[src/rtl/i2c_pkg.sv]
// Shared I2C definitions: FSM state encoding and bus idle level.
// Reused by both the receive and the transmit stages.
package i2c_pkg;

  typedef enum logic [1:0] {
    IDLE     = 2'd0,
    RECV     = 2'd1,
    ACK      = 2'd2,
    ACK_HOLD = 2'd3
  } i2c_state_e;

  localparam logic BUS_IDLE = 1'b1;

endpackage

[src/rtl/i2c_sync_edge.sv]
// Multi-flop synchroniser for one open-drain line, plus a delay flop for edge decode.
// Flops reset to the bus idle level so that leaving reset never produces a false edge.
module i2c_sync_edge
  import i2c_pkg::*;
#(
  parameter int sync_stages = 2
) (
  input  logic clk,
  input  logic rst_b,
  input  logic line,
  output logic level,
  output logic rise,
  output logic fall
);

  logic [sync_stages-1:0] sync_r;
  logic                   dly_r;

  // synchroniser chain and one-cycle delayed copy of the synced level
  always_ff @(posedge clk or negedge rst_b) begin
    if (!rst_b) begin
      sync_r <= {sync_stages{BUS_IDLE}};
      dly_r  <= BUS_IDLE;
    end else begin
      sync_r <= {sync_r[sync_stages-2:0], line};
      dly_r  <= sync_r[sync_stages-1];
    end
  end

  assign level = sync_r[sync_stages-1];
  assign rise  = level & ~dly_r;
  assign fall  = ~level & dly_r;

endmodule

[src/rtl/i2c_byte_rx.sv]
// I2C slave receive stage: START/STOP detection, MSB-first byte shift-in and ACK/NACK slot.
// All outputs are registered; data/data_vld feed a downstream holding register directly.
module i2c_byte_rx
  import i2c_pkg::*;
#(
  parameter int w           = 8,
  parameter int sync_stages = 2
) (
  input  logic         clk,
  input  logic         rst_b,
  input  logic         scl_i,
  input  logic         sda_i,
  input  logic         ack_en,
  output logic         sda_oe,
  output logic [w-1:0] data,
  output logic         data_vld,
  output logic         start_det,
  output logic         stop_det,
  output logic         busy
);

  localparam int CNT_W = $clog2(w + 1);
  localparam logic [CNT_W-1:0] CNT_ZERO = {CNT_W{1'b0}};
  localparam logic [CNT_W-1:0] CNT_ONE  = {{(CNT_W-1){1'b0}}, 1'b1};
  localparam logic [CNT_W-1:0] CNT_LAST = CNT_W'(w - 1);
  localparam logic [CNT_W-1:0] CNT_FULL = CNT_W'(w);

  logic scl_lvl_s, scl_rise_s, scl_fall_s;
  logic sda_lvl_s, sda_rise_s, sda_fall_s;
  logic start_ev_s, stop_ev_s;

  i2c_sync_edge #(.sync_stages(sync_stages)) u_scl (
    .clk(clk), .rst_b(rst_b), .line(scl_i),
    .level(scl_lvl_s), .rise(scl_rise_s), .fall(scl_fall_s)
  );

  i2c_sync_edge #(.sync_stages(sync_stages)) u_sda (
    .clk(clk), .rst_b(rst_b), .line(sda_i),
    .level(sda_lvl_s), .rise(sda_rise_s), .fall(sda_fall_s)
  );

  assign start_ev_s = sda_fall_s & scl_lvl_s & ~scl_fall_s;
  assign stop_ev_s  = sda_rise_s & scl_lvl_s & ~scl_fall_s;

  i2c_state_e     state_r, state_s;
  logic [CNT_W-1:0] cnt_r, cnt_s;
  logic [w-1:0]   shift_r, shift_s;
  logic [w-1:0]   data_s;
  logic           ack_r, ack_s;
  logic           oe_s, vld_s, start_s, stop_s, busy_s;

  // next-state, datapath and strobe decode; bus events outrank SCL edges
  always_comb begin
    state_s = state_r;
    cnt_s   = cnt_r;
    shift_s = shift_r;
    data_s  = data;
    ack_s   = ack_r;
    oe_s    = sda_oe;
    vld_s   = 1'b0;
    start_s = 1'b0;
    stop_s  = 1'b0;
    busy_s  = busy;
    if (start_ev_s) begin
      state_s = RECV;
      cnt_s   = CNT_ZERO;
      shift_s = {w{1'b0}};
      oe_s    = 1'b0;
      start_s = 1'b1;
      busy_s  = 1'b1;
    end else if (stop_ev_s && (state_r != IDLE)) begin
      state_s = IDLE;
      cnt_s   = CNT_ZERO;
      shift_s = {w{1'b0}};
      oe_s    = 1'b0;
      stop_s  = 1'b1;
      busy_s  = 1'b0;
    end else begin
      case (state_r)
        RECV: begin
          if (scl_rise_s) begin
            shift_s = {shift_r[w-2:0], sda_lvl_s};
            cnt_s   = (cnt_r == CNT_FULL) ? cnt_r : cnt_r + CNT_ONE;
            if (cnt_r == CNT_LAST) begin
              data_s  = {shift_r[w-2:0], sda_lvl_s};
              vld_s   = 1'b1;
              ack_s   = ack_en;
              state_s = ACK;
            end else begin
              state_s = RECV;
            end
          end else begin
            state_s = RECV;
          end
        end
        ACK: begin
          if (scl_fall_s) begin
            oe_s    = ack_r;
            state_s = ACK_HOLD;
          end else begin
            state_s = ACK;
          end
        end
        ACK_HOLD: begin
          // the ACK slot's own rising edge is deliberately not sampled
          if (scl_fall_s) begin
            oe_s    = 1'b0;
            cnt_s   = CNT_ZERO;
            state_s = RECV;
          end else begin
            state_s = ACK_HOLD;
          end
        end
        default: begin
          state_s = IDLE;
        end
      endcase
    end
  end

  // state and registered outputs
  always_ff @(posedge clk or negedge rst_b) begin
    if (!rst_b) begin
      state_r   <= IDLE;
      cnt_r     <= CNT_ZERO;
      shift_r   <= {w{1'b0}};
      ack_r     <= 1'b0;
      data      <= {w{1'b0}};
      data_vld  <= 1'b0;
      sda_oe    <= 1'b0;
      start_det <= 1'b0;
      stop_det  <= 1'b0;
      busy      <= 1'b0;
    end else begin
      state_r   <= state_s;
      cnt_r     <= cnt_s;
      shift_r   <= shift_s;
      ack_r     <= ack_s;
      data      <= data_s;
      data_vld  <= vld_s;
      sda_oe    <= oe_s;
      start_det <= start_s;
      stop_det  <= stop_s;
      busy      <= busy_s;
    end
  end

endmodule
[config.mk]
export PLATFORM = sky130hd
export DESIGN_NAME = i2c_byte_rx
export DESIGN_NICKNAME = d
export VERILOG_FILES = /design/src/rtl/i2c_pkg.sv /design/src/rtl/i2c_sync_edge.sv /design/src/rtl/i2c_byte_rx.sv
export SDC_FILE = /design/constraint.sdc
export NUM_CORES = 1
export LEC_CHECK = 0
export CAP_MARGIN = 20
export CORE_MARGIN = 10
export CORE_UTILIZATION = 48
export CTS_CLUSTER_DIAMETER = 40
export DETAILED_ROUTE_END_ITERATION = 8
export PLACE_DENSITY = 0.73
export SKIP_CTS_REPAIR_TIMING = 1
export SLEW_MARGIN = 20
export SYNTH_ARGS = -nofsm -noshare
export SYNTH_HDL_FRONTEND = slang
export SYNTH_SLANG_ARGS = --single-unit
export TNS_END_PERCENT = 10
[constraint.sdc]
create_clock -name clk -period 1.6 [get_ports clk]
set_input_delay 0.4 -clock clk [delete_from_list [all_inputs] [get_ports clk]]
set_output_delay 0.4 -clock clk [all_outputs]
set_load 0.05 [all_outputs]
==> results of run 1 <==
through the flow:
step / setup TNS [ns] / cell area, sq um / hold WS, ns / util, %
final: -1.04 / 2030 / 0.361 / 72.4
after CTS: -1.30 / 1960 / 0.363 / 70.0
after detailed placement: -1.01 / 1900 / 0.349 / 67.8
after floorplan: -0.744 / 1420 / 0.104 / -
after global placement: -0.530 / 1900 / 0.347 / 67.8
after global routing: -1.94 / 2030 / 0.366 / 72.4
synthesized netlist by cell type, types with 3 or more instances:
library cell,number,area (sq um)
mux2i_1,6,60.1
mux2_4,9,135
nand3b_1,4,30.0
dfstp_2,6,158
nor2_1,11,41.3
inv_1,4,15.0
dfrtp_1,27,676
o21ai_0,6,30.0
nand2_1,7,26.3
nand2b_1,4,25.0
a21oi_1,3,15.0
cells by family after synthesis:
kind of cell,Yosys count,synth area share [%]
AO/OA/AOI/OAI,16,7.04
multiplexers,15,13.7
flip-flops,33,58.6
adder cells (fa/ha/maj),2,1.76
buffers and inverters,7,2.90
AND/OR/NAND/NOR,37,15.9
metal layers:
| metal | routed length [microns] | share of wire (%) |
|---|---|---|
| met1 | 1180 | 42 |
| met2 | 1370 | 49 |
| met3 | 213 | 7.6 |
| met4 | 51 | 1.8 |
| met5 | 0 | 0 |
cell type report:
class / instances / area, sq um / share of cell area, %
inverter: 5 / 18.8 / 0.924
clock buffer: 7 / 55.1 / 2.71
sequential: 33 / 833 / 41.0
clock inverter: 1 / 7.51 / 0.370
tap: 31 / 38.8 / 1.91
timing repair buffer: 38 / 478 / 23.5
multi-input combinational: 71 / 599 / 29.5
sequential cells by signal, indices dropped and copies added (netlist names):
register and count:
data 8, shift_r 7, cnt_r 4, state_r 2, u_scl.sync_r 2, u_sda.sync_r 2, ack_r 1, busy 1
data_vld 1, sda_oe 1, start_det 1, stop_det 1, u_scl.dly_r 1, u_sda.dly_r 1
worst reg2reg max path: cells and delay by family, from the launching register on:
family / cells / cell delay [ns]
fa+ha+maj: 1 / 0.18
simple gates: 4 / 0.73
flops: 1 / 0.37
mux: 1 / 0.31
path summary, 6_finish.rpt:
check,to,slack [ns]
min in group asynchronous,cnt_r[0],0.41
setup / recovery,data[0],-0.13
hold reg to reg,u_sda.sync_r[1],0.36
max in group asynchronous,u_scl.sync_r[0],0.93
hold / removal,u_sda.sync_r[1],0.36
setup reg to reg,data[0],-0.13
where the power goes:
| part | leakage [nW] | internal, mW | switching [mW] |
|---|---|---|---|
| Clock | 0.0315 | 0.215 | 0.280 |
| Sequential | 0.428 | 0.947 | 0.0896 |
| Combinational | 0.485 | 0.346 | 0.327 |
==> results_dict.tcl, run 1 <==
set metrics [dict create \
    dr.first_iter.drc_count 53 \
    critical_path_class "reg -> reg" \
    slew_violations 0 \
    grt.busiest_layer "met2" \
    vdd_drop_max_mv 0.745 \
    r2r_start "cnt_r[0]" \
    cp_data_required_time_ns 1.82 \
    synth_edf_count 0 \
    place_ws_ns -0.103 \
    hp-class "reg -> reg" \
    clk_latency_ns 0.34 \
    nNetsFinal 161 \
    synthCells 110 \
    grt_use_met2_pct 17.3 \
    clock.fmax_ghz 0.579 \
    final.setup.worst_slack_ns -0.127 \
    critPathBufInv 0 \
    ys_warn_count 0 \
    die_w_microns 74.4 \
    grt_util_met1_pct 12.2 \
    worst_path_max_delay_cell "dfrtp_1" \
    final.min_clock_period_ns 1.73 \
    clockBufferDepth 2 \
    synth_cell_types 30 \
    place_hpwl_microns 1980 \
    totalWireLength_microns 2810 \
    setup_viol 10 \
    htree_levels 2 \
    cp.depth 6 \
    antenna_found_initial 0 \
    cts_root_buf "clkbuf_4" \
    tightestPinTransition_ns 0.252 \
    netlist_area_sq_mm 0.00142 \
    row_count 19 \
    synthFlopType "dfrtp_1" \
    path_max_fanout 5 \
    avgSynthCellArea_sq_um 12.9 \
    grt_pass1_wl_microns 4590 \
    total_power_mw 2.20 \
    fillerInstances 195 \
    vias_per_cell 5.22 \
    grtUsageTotal_pct 11.0 \
    drive_gt1_share_pct 46.5 \
    power_density_mw_per_mm2 1090 \
    dieArea_sq_mm 0.00554 \
    hold_start "u_sda.sync_r[0]" \
    final_common_cell "dfrtp_1" \
    whs_path_depth 0 \
    skew_ns 0.0141 \
    grt_util_met3_pct 5.98 \
    fin_crit_sh_pct 108 \
    design.portCount 18 \
    crit_chain "ha_2, nand3b_1, nor4_4, nand2_2, nor2_8, mux2_4" \
    cts_tree "yes" \
    stdcell_count 186 \
    mostFrequentLayoutCells "27 x dfrtp_1, 18 x buf_4, 14 x buf_12" \
    status "finished with violations" \
    critPathMaxStageDelay_ns 0.37 \
    start_kind "flop" \
    setup.worst_path.end_class "flop" \
    grt_setup_unrepaired "yes" \
    areaGrowthSynthToFinish_pct 42.9 \
    vias 970 \
    synth_nets 117 \
    timing.final.hold_violations 0 \
    p_leak_nw 0.944 \
    cts.sinks 33 \
    async_flop_share_pct 100 \
    n_antenna_cell 0 \
    synth_seq_cells 33 \
    relSlewSlack_pct 83.1 \
    grt_max_degree 34 \
    drt_pass1_iterations 4 \
    coreArea_sq_mm 0.00281 \
    r2r_cells 6 \
    grt_pass1_vias 956 \
    numCtsBuffers 5 \
    initial_utilization_pct 50.7 \
    gp_congestion 0.810 \
    overflow 0 \
    port_buffers 17 \
    critical_path.startpoint "cnt_r[0]" \
    violations "negative setup slack" \
    ant_nets 0 \
    dp_cells 176 \
    route.detailed.wl_per_inst_microns 15.1 \
    cp_top_family "simple AND/OR/NAND/NOR gates" \
    clk_pin_slew_ns 0.10 \
    die_h_microns 74.4 \
    yosysSeqAreaShare_pct 58.6 \
    arrival_ns 1.95 \
    max_cap_viol_count 0 \
    drc 0 \
]
No activity file was read; power rests on OpenSTA's default activity.
==> run 2, diff against run 1 <==
--- a/config.mk
+++ b/config.mk
@@ -11,7 +11,6 @@
 export CTS_CLUSTER_DIAMETER = 40
 export DETAILED_ROUTE_END_ITERATION = 8
 export PLACE_DENSITY = 0.73
-export SKIP_CTS_REPAIR_TIMING = 1
 export SLEW_MARGIN = 20
 export SYNTH_ARGS = -nofsm -noshare
 export SYNTH_HDL_FRONTEND = slang
==> run 2 against run 1 <==
  * The run still ends with negative setup slack left
  * Largest cell class unchanged
  * Worst hold slack lost 0.00062 ns
  * First-iteration DRC count shrank 3.8%
  * Clock-buffer cell count is the same
  * Critical path type unchanged
  * Critical endpoint unchanged
  * Routed wire length shrank 1.7%
==> results_dict.tcl, run 2 (same netlist as run 1, synthesis figures left out) <==
set metrics [dict create \
    fin_crit_sh_pct 108 \
    critical_path.startpoint "u_scl.sync_r[1]" \
    drt_pass1_iterations 4 \
    relSlewSlack_pct 83.2 \
    setup.worst_path.end_class "flop" \
    crit_chain "inv_2, nor4_4, nand2_2, nor2_8, mux2_4" \
    start_kind "flop" \
    vias_per_cell 5.18 \
    worst_path_max_delay_cell "dfstp_2" \
    critPathMaxStageDelay_ns 0.55 \
    clock.fmax_ghz 0.579 \
    r2r_start "u_scl.sync_r[1]" \
    grt_use_met2_pct 17.6 \
    final_common_cell "dfrtp_1" \
    status "finished with violations" \
    skew_ns 0.0136 \
    htree_levels 2 \
    grt_util_met3_pct 5.98 \
    dr.first_iter.drc_count 51 \
    vdd_drop_max_mv 0.742 \
    mostFrequentLayoutCells "27 x dfrtp_1, 18 x buf_4, 14 x buf_12" \
    dieArea_sq_mm 0.00554 \
    die_w_microns 74.4 \
    place_ws_ns -0.103 \
    ant_nets 0 \
    grt_util_met1_pct 12.6 \
    grt.busiest_layer "met2" \
    cp_data_required_time_ns 1.81 \
    nNetsFinal 160 \
    hp-class "reg -> reg" \
    drc 0 \
    clockBufferDepth 2 \
    cts_root_buf "clkbuf_4" \
    antenna_found_initial 0 \
    largest-register "data" \
    power_density_mw_per_mm2 1080 \
    arrival_ns 1.94 \
    port_buffers 17 \
    critical_path_class "reg -> reg" \
    row_count 19 \
    cts.sinks 33 \
    largest_reg_flops 8 \
    top_regs "data x8, shift_r x7, cnt_r x4" \
    hold_start "u_scl.sync_r[0]" \
    setup_viol 10 \
    max_cap_viol_count 0 \
    areaGrowthSynthToFinish_pct 40.7 \
    timing.final.hold_violations 0 \
    die_h_microns 74.4 \
    drive_gt1_share_pct 44.8 \
    grt_max_degree 34 \
    slew_violations 0 \
    grt_pass1_wl_microns 4690 \
    place_hpwl_microns 1980 \
    route.detailed.wl_per_inst_microns 14.9 \
    final.min_clock_period_ns 1.73 \
    final.setup.worst_slack_ns -0.126 \
    ff2ff_setup_slack_ns -0.13 \
    tightestPinTransition_ns 0.251 \
    design.portCount 18 \
    ctsHoldBuffers 0 \
    clk_latency_ns 0.33 \
    violations "negative setup slack" \
    grt_pass1_vias 962 \
    fin_util_pct 71.3 \
    gp_congestion 0.810 \
    totalWireLength_microns 2760 \
    cts_tree "yes" \
    grt_setup_unrepaired "yes" \
    grtUsageTotal_pct 11.2 \
    coreArea_sq_mm 0.00281 \
    post_cts_buffers 0 \
    numCtsBuffers 5 \
    path_max_fanout 5 \
    p_leak_nw 0.925 \
    initial_utilization_pct 50.7 \
    n_antenna_cell 0 \
    vias 958 \
    clk_pin_slew_ns 0.09 \
    overflow 0 \
]
-- run 2: worst paths after layout --
| check | to | depth (start not counted) |
|---|---|---|
| setup reg to reg | data[0] | 5 |
| hold reg to reg | u_scl.sync_r[1] | 0 |
| max in group asynchronous | u_scl.sync_r[0] | 2 |
| hold / removal | u_scl.sync_r[1] | 0 |
| min in group asynchronous | cnt_r[3] | 2 |
| setup / recovery | data[0] | 5 |
-- run 2: critical path, delay by kind of cell (launching register included) --
| kind | cells | cell delay (ns) |
|---|---|---|
| simple gates | 3 | 0.71 |
| flops | 1 | 0.55 |
| mux | 1 | 0.31 |
| buf+inv | 1 | 0.05 |
-- run 2: repair_timing --
item                                    in CTS  in global routing
pin swaps                                    2                  0
endpoints found under the setup margin      11                 15
resized for setup                            4                  7
cloned                                       1                  0
-- run 2: power by group --
| group | internal [mW] | leakage, nW | switching, mW |
|---|---|---|---|
| Sequential | 0.947 | 0.428 | 0.0880 |
| Clock | 0.215 | 0.0315 | 0.268 |
| Combinational | 0.333 | 0.466 | 0.315 |
| Total | 1.49 | 0.925 | 0.671 |
-- run 2: per-stage QoR --
stage               hold slack [ns]  cells  instance area [sq um]  setup TNS [ns]  total power, mW
detailed placement            0.349    176                   1900           -1.01             1.68
global placement              0.347    176                   1900          -0.530             1.65
finish                        0.361    185                   2000           -1.05             2.17
floorplan                     0.104    110                   1420          -0.744             1.36
global route                  0.366    185                   2000           -1.94             2.31
CTS                           0.363    185                   1980          -0.938             2.18
-- run 2: layout make-up --
type	instances	area (sq um)
clock inverters	1	7.51
clock buffers	7	55.1
well taps	31	38.8
flip-flops and latches	33	833
multi-input cells	71	579
fillers	200	806
inverters	5	18.8
repair buffers	37	467
-- run 2: routing by layer --
| metal | routed length [microns] | vias to the layer above | share of wire [%] |
|---|---|---|---|
| met4 | 34 | 0 | 1.2 |
| met1 | 1180 | 465 | 43 |
| li1 | - | 467 | - |
| met3 | 213 | 4 | 7.7 |
| met2 | 1330 | 22 | 48 |
| met5 | 0 | - | 0 |
==> run 3, diff against run 2 <==
--- a/config.mk
+++ b/config.mk
@@ -11,6 +11,8 @@
 export CTS_CLUSTER_DIAMETER = 40
 export DETAILED_ROUTE_END_ITERATION = 8
 export PLACE_DENSITY = 0.73
+export RECOVER_POWER = 50
+export REMOVE_ABC_BUFFERS = 1
 export SLEW_MARGIN = 20
 export SYNTH_ARGS = -nofsm -noshare
 export SYNTH_HDL_FRONTEND = slang
==> run 3 against run 2 <==
  * The flow still finishes with violations (negative setup slack)
  * Largest cell class unchanged
  * Flip-flop and latch count is the same
  * Highest routed layer unchanged
  * Design area grew 0.13%
  * Worst hold slack lost 0.00094 ns
  * Total power grew 7.4%
  * Non-clock buffer count grew 2
  * Clock-buffer cell count is the same
  * Routed wire length grew 1.6%
  * Maximum frequency grew 0.20%
  * Sequential power is essentially flat
  * Final cell count grew 1.1%
  * Critical endpoint is now data[1]
  * Die area is the same
  * Global-route usage grew 0.40 points
==> results_dict.tcl, run 3 (same netlist as run 1, synthesis figures left out) <==
set metrics [dict create \
    clock.fmax_ghz 0.580 \
    drt_pass1_iterations 4 \
    port_buffers 17 \
    cts.sinks 33 \
    critPathMaxStageDelay_ns 0.36 \
    arrival_ns 1.93 \
    power_density_mw_per_mm2 1160 \
    grt_pass1_vias 1025 \
    skew_ns 0.0130 \
    antenna_found_initial 0 \
    vias 959 \
    vdd_drop_max_mv 0.771 \
    seqCellArea_sq_um 833 \
    row_count 19 \
    die_h_microns 74.4 \
    timing.final.hold_violations 0 \
    grt_setup_unrepaired "yes" \
    coreArea_sq_mm 0.00281 \
    max_cap_viol_count 0 \
    htree_levels 2 \
    start_kind "flop" \
    final.min_clock_period_ns 1.72 \
    cts_root_buf "clkbuf_4" \
    areaGrowthSynthToFinish_pct 40.8 \
    place_hpwl_microns 2150 \
    vias_per_cell 5.13 \
    worst_path_max_delay_cell "dfrtp_1" \
    largest_reg_flops 8 \
    clk_latency_ns 0.33 \
    ant_nets 0 \
    place_ws_ns -0.129 \
    final.setup.worst_slack_ns -0.123 \
    fillerInstances 205 \
    top_regs "data x8, shift_r x7, cnt_r x4" \
    design.portCount 18 \
    status "finished with violations" \
    nNetsFinal 162 \
    initial_utilization_pct 50.7 \
    relSlewSlack_pct 56.1 \
    overflow 0 \
    numCtsBuffers 5 \
    multi_input_comb_area_sq_um 563 \
    crit_chain "ha_1, nand3b_1, nor4_4, nand2_2, nor2_8, mux2_4" \
    slew_violations 0 \
    clk_pin_slew_ns 0.10 \
    critical_path_class "reg -> reg" \
    whs_path_depth 0 \
    die_w_microns 74.4 \
    totalWireLength_microns 2800 \
    dieArea_sq_mm 0.00554 \
    setup_viol 9 \
    route.detailed.wl_per_inst_microns 15.0 \
    dp_cells 177 \
    final_common_cell "dfrtp_1" \
    mostFrequentLayoutCells "27 x dfrtp_1, 19 x buf_4, 13 x buf_12" \
    grt_pass1_wl_microns 4860 \
    hp-class "reg -> reg" \
    n_antenna_cell 0 \
    r2r_cells 6 \
    grt_max_degree 21 \
    cp_data_required_time_ns 1.81 \
    ctsHoldBuffers 0 \
    p_leak_nw 0.941 \
    hold_slack_ns 0.360 \
    cts_tree "yes" \
    setup.worst_path.end_class "flop" \
    violations "negative setup slack" \
    grtUsageTotal_pct 11.6 \
    largest-register "data" \
    stdcell_count 187 \
    dr.first_iter.drc_count 62 \
    clockBufferDepth 2 \
    drc 0 \
    fin_util_pct 71.4 \
    fin_crit_sh_pct 108 \
    gp_congestion 0.845 \
    tightestPinTransition_ns 0.659 \
    path_max_fanout 5 \
    drive_gt1_share_pct 42.9 \
]
## run 3: layout make-up
cell class	instances	area share [%]
clock buffer	7	2.75
tap	31	1.94
clock inverter	1	1.50
multi-input combinational	71	28.1
timing repair buffer	39	23.1
sequential	33	41.6
inverter	5	0.938
## run 3: final timing paths
| path | startpoint | to | slack, ns |
|---|---|---|---|
| max | cnt_r[1] | data[1] | -0.12 |
| min reg2reg | u_sda.sync_r[0] | u_sda.sync_r[1] | 0.36 |
| min | u_sda.sync_r[0] | u_sda.sync_r[1] | 0.36 |
| max reg2reg | cnt_r[1] | data[1] | -0.12 |
| max in group asynchronous | rst_b | data[1] | 0.52 |
| min in group asynchronous | rst_b | cnt_r[1] | 0.60 |
## run 3: what timing repair did
item,in CTS,in global routing
gates cloned,1,0
resized for setup,4,3
pin swaps,2,1
buffers inserted,1,0
setup endpoints to repair,11,14
## run 3: worst max-delay path: cells and delay by family, from the launching register on
kind / cells / cell delay [ns]
and+or+nand+nor: 4 / 0.75
muxes: 1 / 0.32
DFF: 1 / 0.36
adders and majority gates: 1 / 0.17
## run 3: layer usage
metal | vias to the layer above | track usage [%] | routed length (microns)
li1 | 473 | - | -
met1 | 461 | 13.6 | 1250
met2 | 19 | 17.7 | 1340
met3 | 6 | 5.59 | 166
met4 | 0 | 5.04 | 45
met5 | - | 0 | 0
## run 3: report_power, final
part	switching (mW)	total (mW)	leakage, nW	internal [mW]
clock	0.266	0.640	0.0455	0.373
combinational	0.324	0.661	0.468	0.337
sequential	0.0784	1.03	0.428	0.947
total	0.669	2.33	0.941	1.66
## run 3: metrics by stage
step / total power, mW / area (sq um) / TNS, ns
6_report: 2.33 / 2000 / -1.01
5_1_grt: 2.45 / 2000 / -2.04
4_1_cts: 2.34 / 2000 / -1.31
3_5_place_dp: 1.70 / 1900 / -1.23
3_3_place_gp: 1.67 / 1900 / -0.931
2_1_floorplan: 1.35 / 1400 / -1.13
==> variant: new RTL, config.mk and constraints of run 2 <==
Compare `cnt_r` against `CNT_LAST` with >= in place of ==.
--- a/src/rtl/i2c_byte_rx.sv
+++ b/src/rtl/i2c_byte_rx.sv
@@ -83,3 +83,3 @@
             cnt_s   = (cnt_r == CNT_FULL) ? cnt_r : cnt_r + CNT_ONE;
-            if (cnt_r == CNT_LAST) begin
+            if (cnt_r >= CNT_LAST) begin
               data_s  = {shift_r[w-2:0], sda_lvl_s};
Function: no difference found for any inputs over 10 cycles, from zero or initial values and one cycle with rst_b low; that may be too few to reach the edited logic, so the function may still have changed.
==> variant against run 2 <==
- the run still ends with setup timing left
- count of clock-buffer cells in the layout unchanged
- utilization increased by 7.7 points
- non-clock buffer count is 9 higher
- synthesized area shrank 4.1%
- wire length increased by 43%
- worst setup slack lost 0.023 ns
- critical endpoint is now cnt_r[3]
- fmax down 1.3%
- die area is 3.0% lower
- design area up 7.9%
- sequential cell count did not move
- synthesized cell count up 9.1%
Power is not compared: it rests on default switching activity, and its combinational part moved more than twofold at a synthesized area within 25%.
==> variant: results (changes against run 2) <==
status: "finished, violations left"
violations: "setup timing"
setup_viol: 13  # +3
cp.arrival_ns: 2.02  # +0.08 ns
synth_adder_area_share_pct: 1.837  # +0.076 points
rr_endpoint: "cnt_r[3]"
globalRouteTotalUtil_pct: 14.58  # +3.4 points
dpl_cell_area_sq_mm: 0.001863  # -2.0%
layout_setup_ws_ns: -0.1489  # -0.02262 ns
initialDrtViolationCount: 90  # +76%
wire_per_inst_um: 19.60  # +31%
gr-usage-met3_pct: 5.114  # -0.87 points
dp_cells: 186  # +5.7%
nets: 176  # +10%
critPathMaxFanout: 6  # +1
grt_pass1_wl_mm: 5.975  # +28%
routed_via_density: 5.657  # +9.2%
cts_resized: 25  # +21
min_from: "u_sda.sync_r[0]"
tightest_slew_ns: 0.3638  # +0.1130 ns
seq_area_frac_synth_pct: 61.16  # +2.5 points
synth_mux_area_share_pct: 7.438  # -6.3 points
min_to: "u_sda.sync_r[1]"
fin_skew_ns: 0.01162  # -0.001946 ns
tns_ns: -0.6922  # +0.3623 ns
grt_use_met1_pct: 14.47  # +1.9 points
dp_hpwl_mm: 2.320  # +17%
r2r.worst_path.cells: 6  # +1
holdWs_ns: 0.3643  # +0.003445 ns
r2r-start: "state_r[1]"
pre_cts_ws_ns: -0.1166  # -0.01391 ns
synthCells: 120  # +9.1%
met2_length_mm: 2.000  # +50%
met3_length_um: 220  # +3.3%
postCtsSetupRepairBufs: 5  # +5
-- variant: changes by cell type in the layout (fill, tap and decap cells not counted), moves of 3 or more --
cell / delta
a21oi_1: +5
nand2b_1: -4
nand2_1: +13
buf_6: +3
nand3_1: +3
nor2_1: -9
inv_1: +3
nand3b_1: -4
buf_4: +6
mux2i_1: -6
-- variant: worst max-delay path, cell delays in order (launching register included) --
cell     delay [ns]
dfrtp_1        0.43
buf_6          0.16
nand2_2        0.10
o32ai_4        0.34
a21oi_4        0.05
or4b_1         0.51
nand3_1        0.09
-- variant: layout make-up --
type / instances / area, sq um
Clock buffer: 7 / 55.05
Inverter: 9 / 33.78
Tap cell: 31 / 38.79
Fill cell: 158 / 575.6
Multi-Input combinational cell: 74 / 620.6
Sequential cell: 33 / 834.6
Timing Repair Buffer: 46 / 545.5
Clock inverter: 1 / 30.03
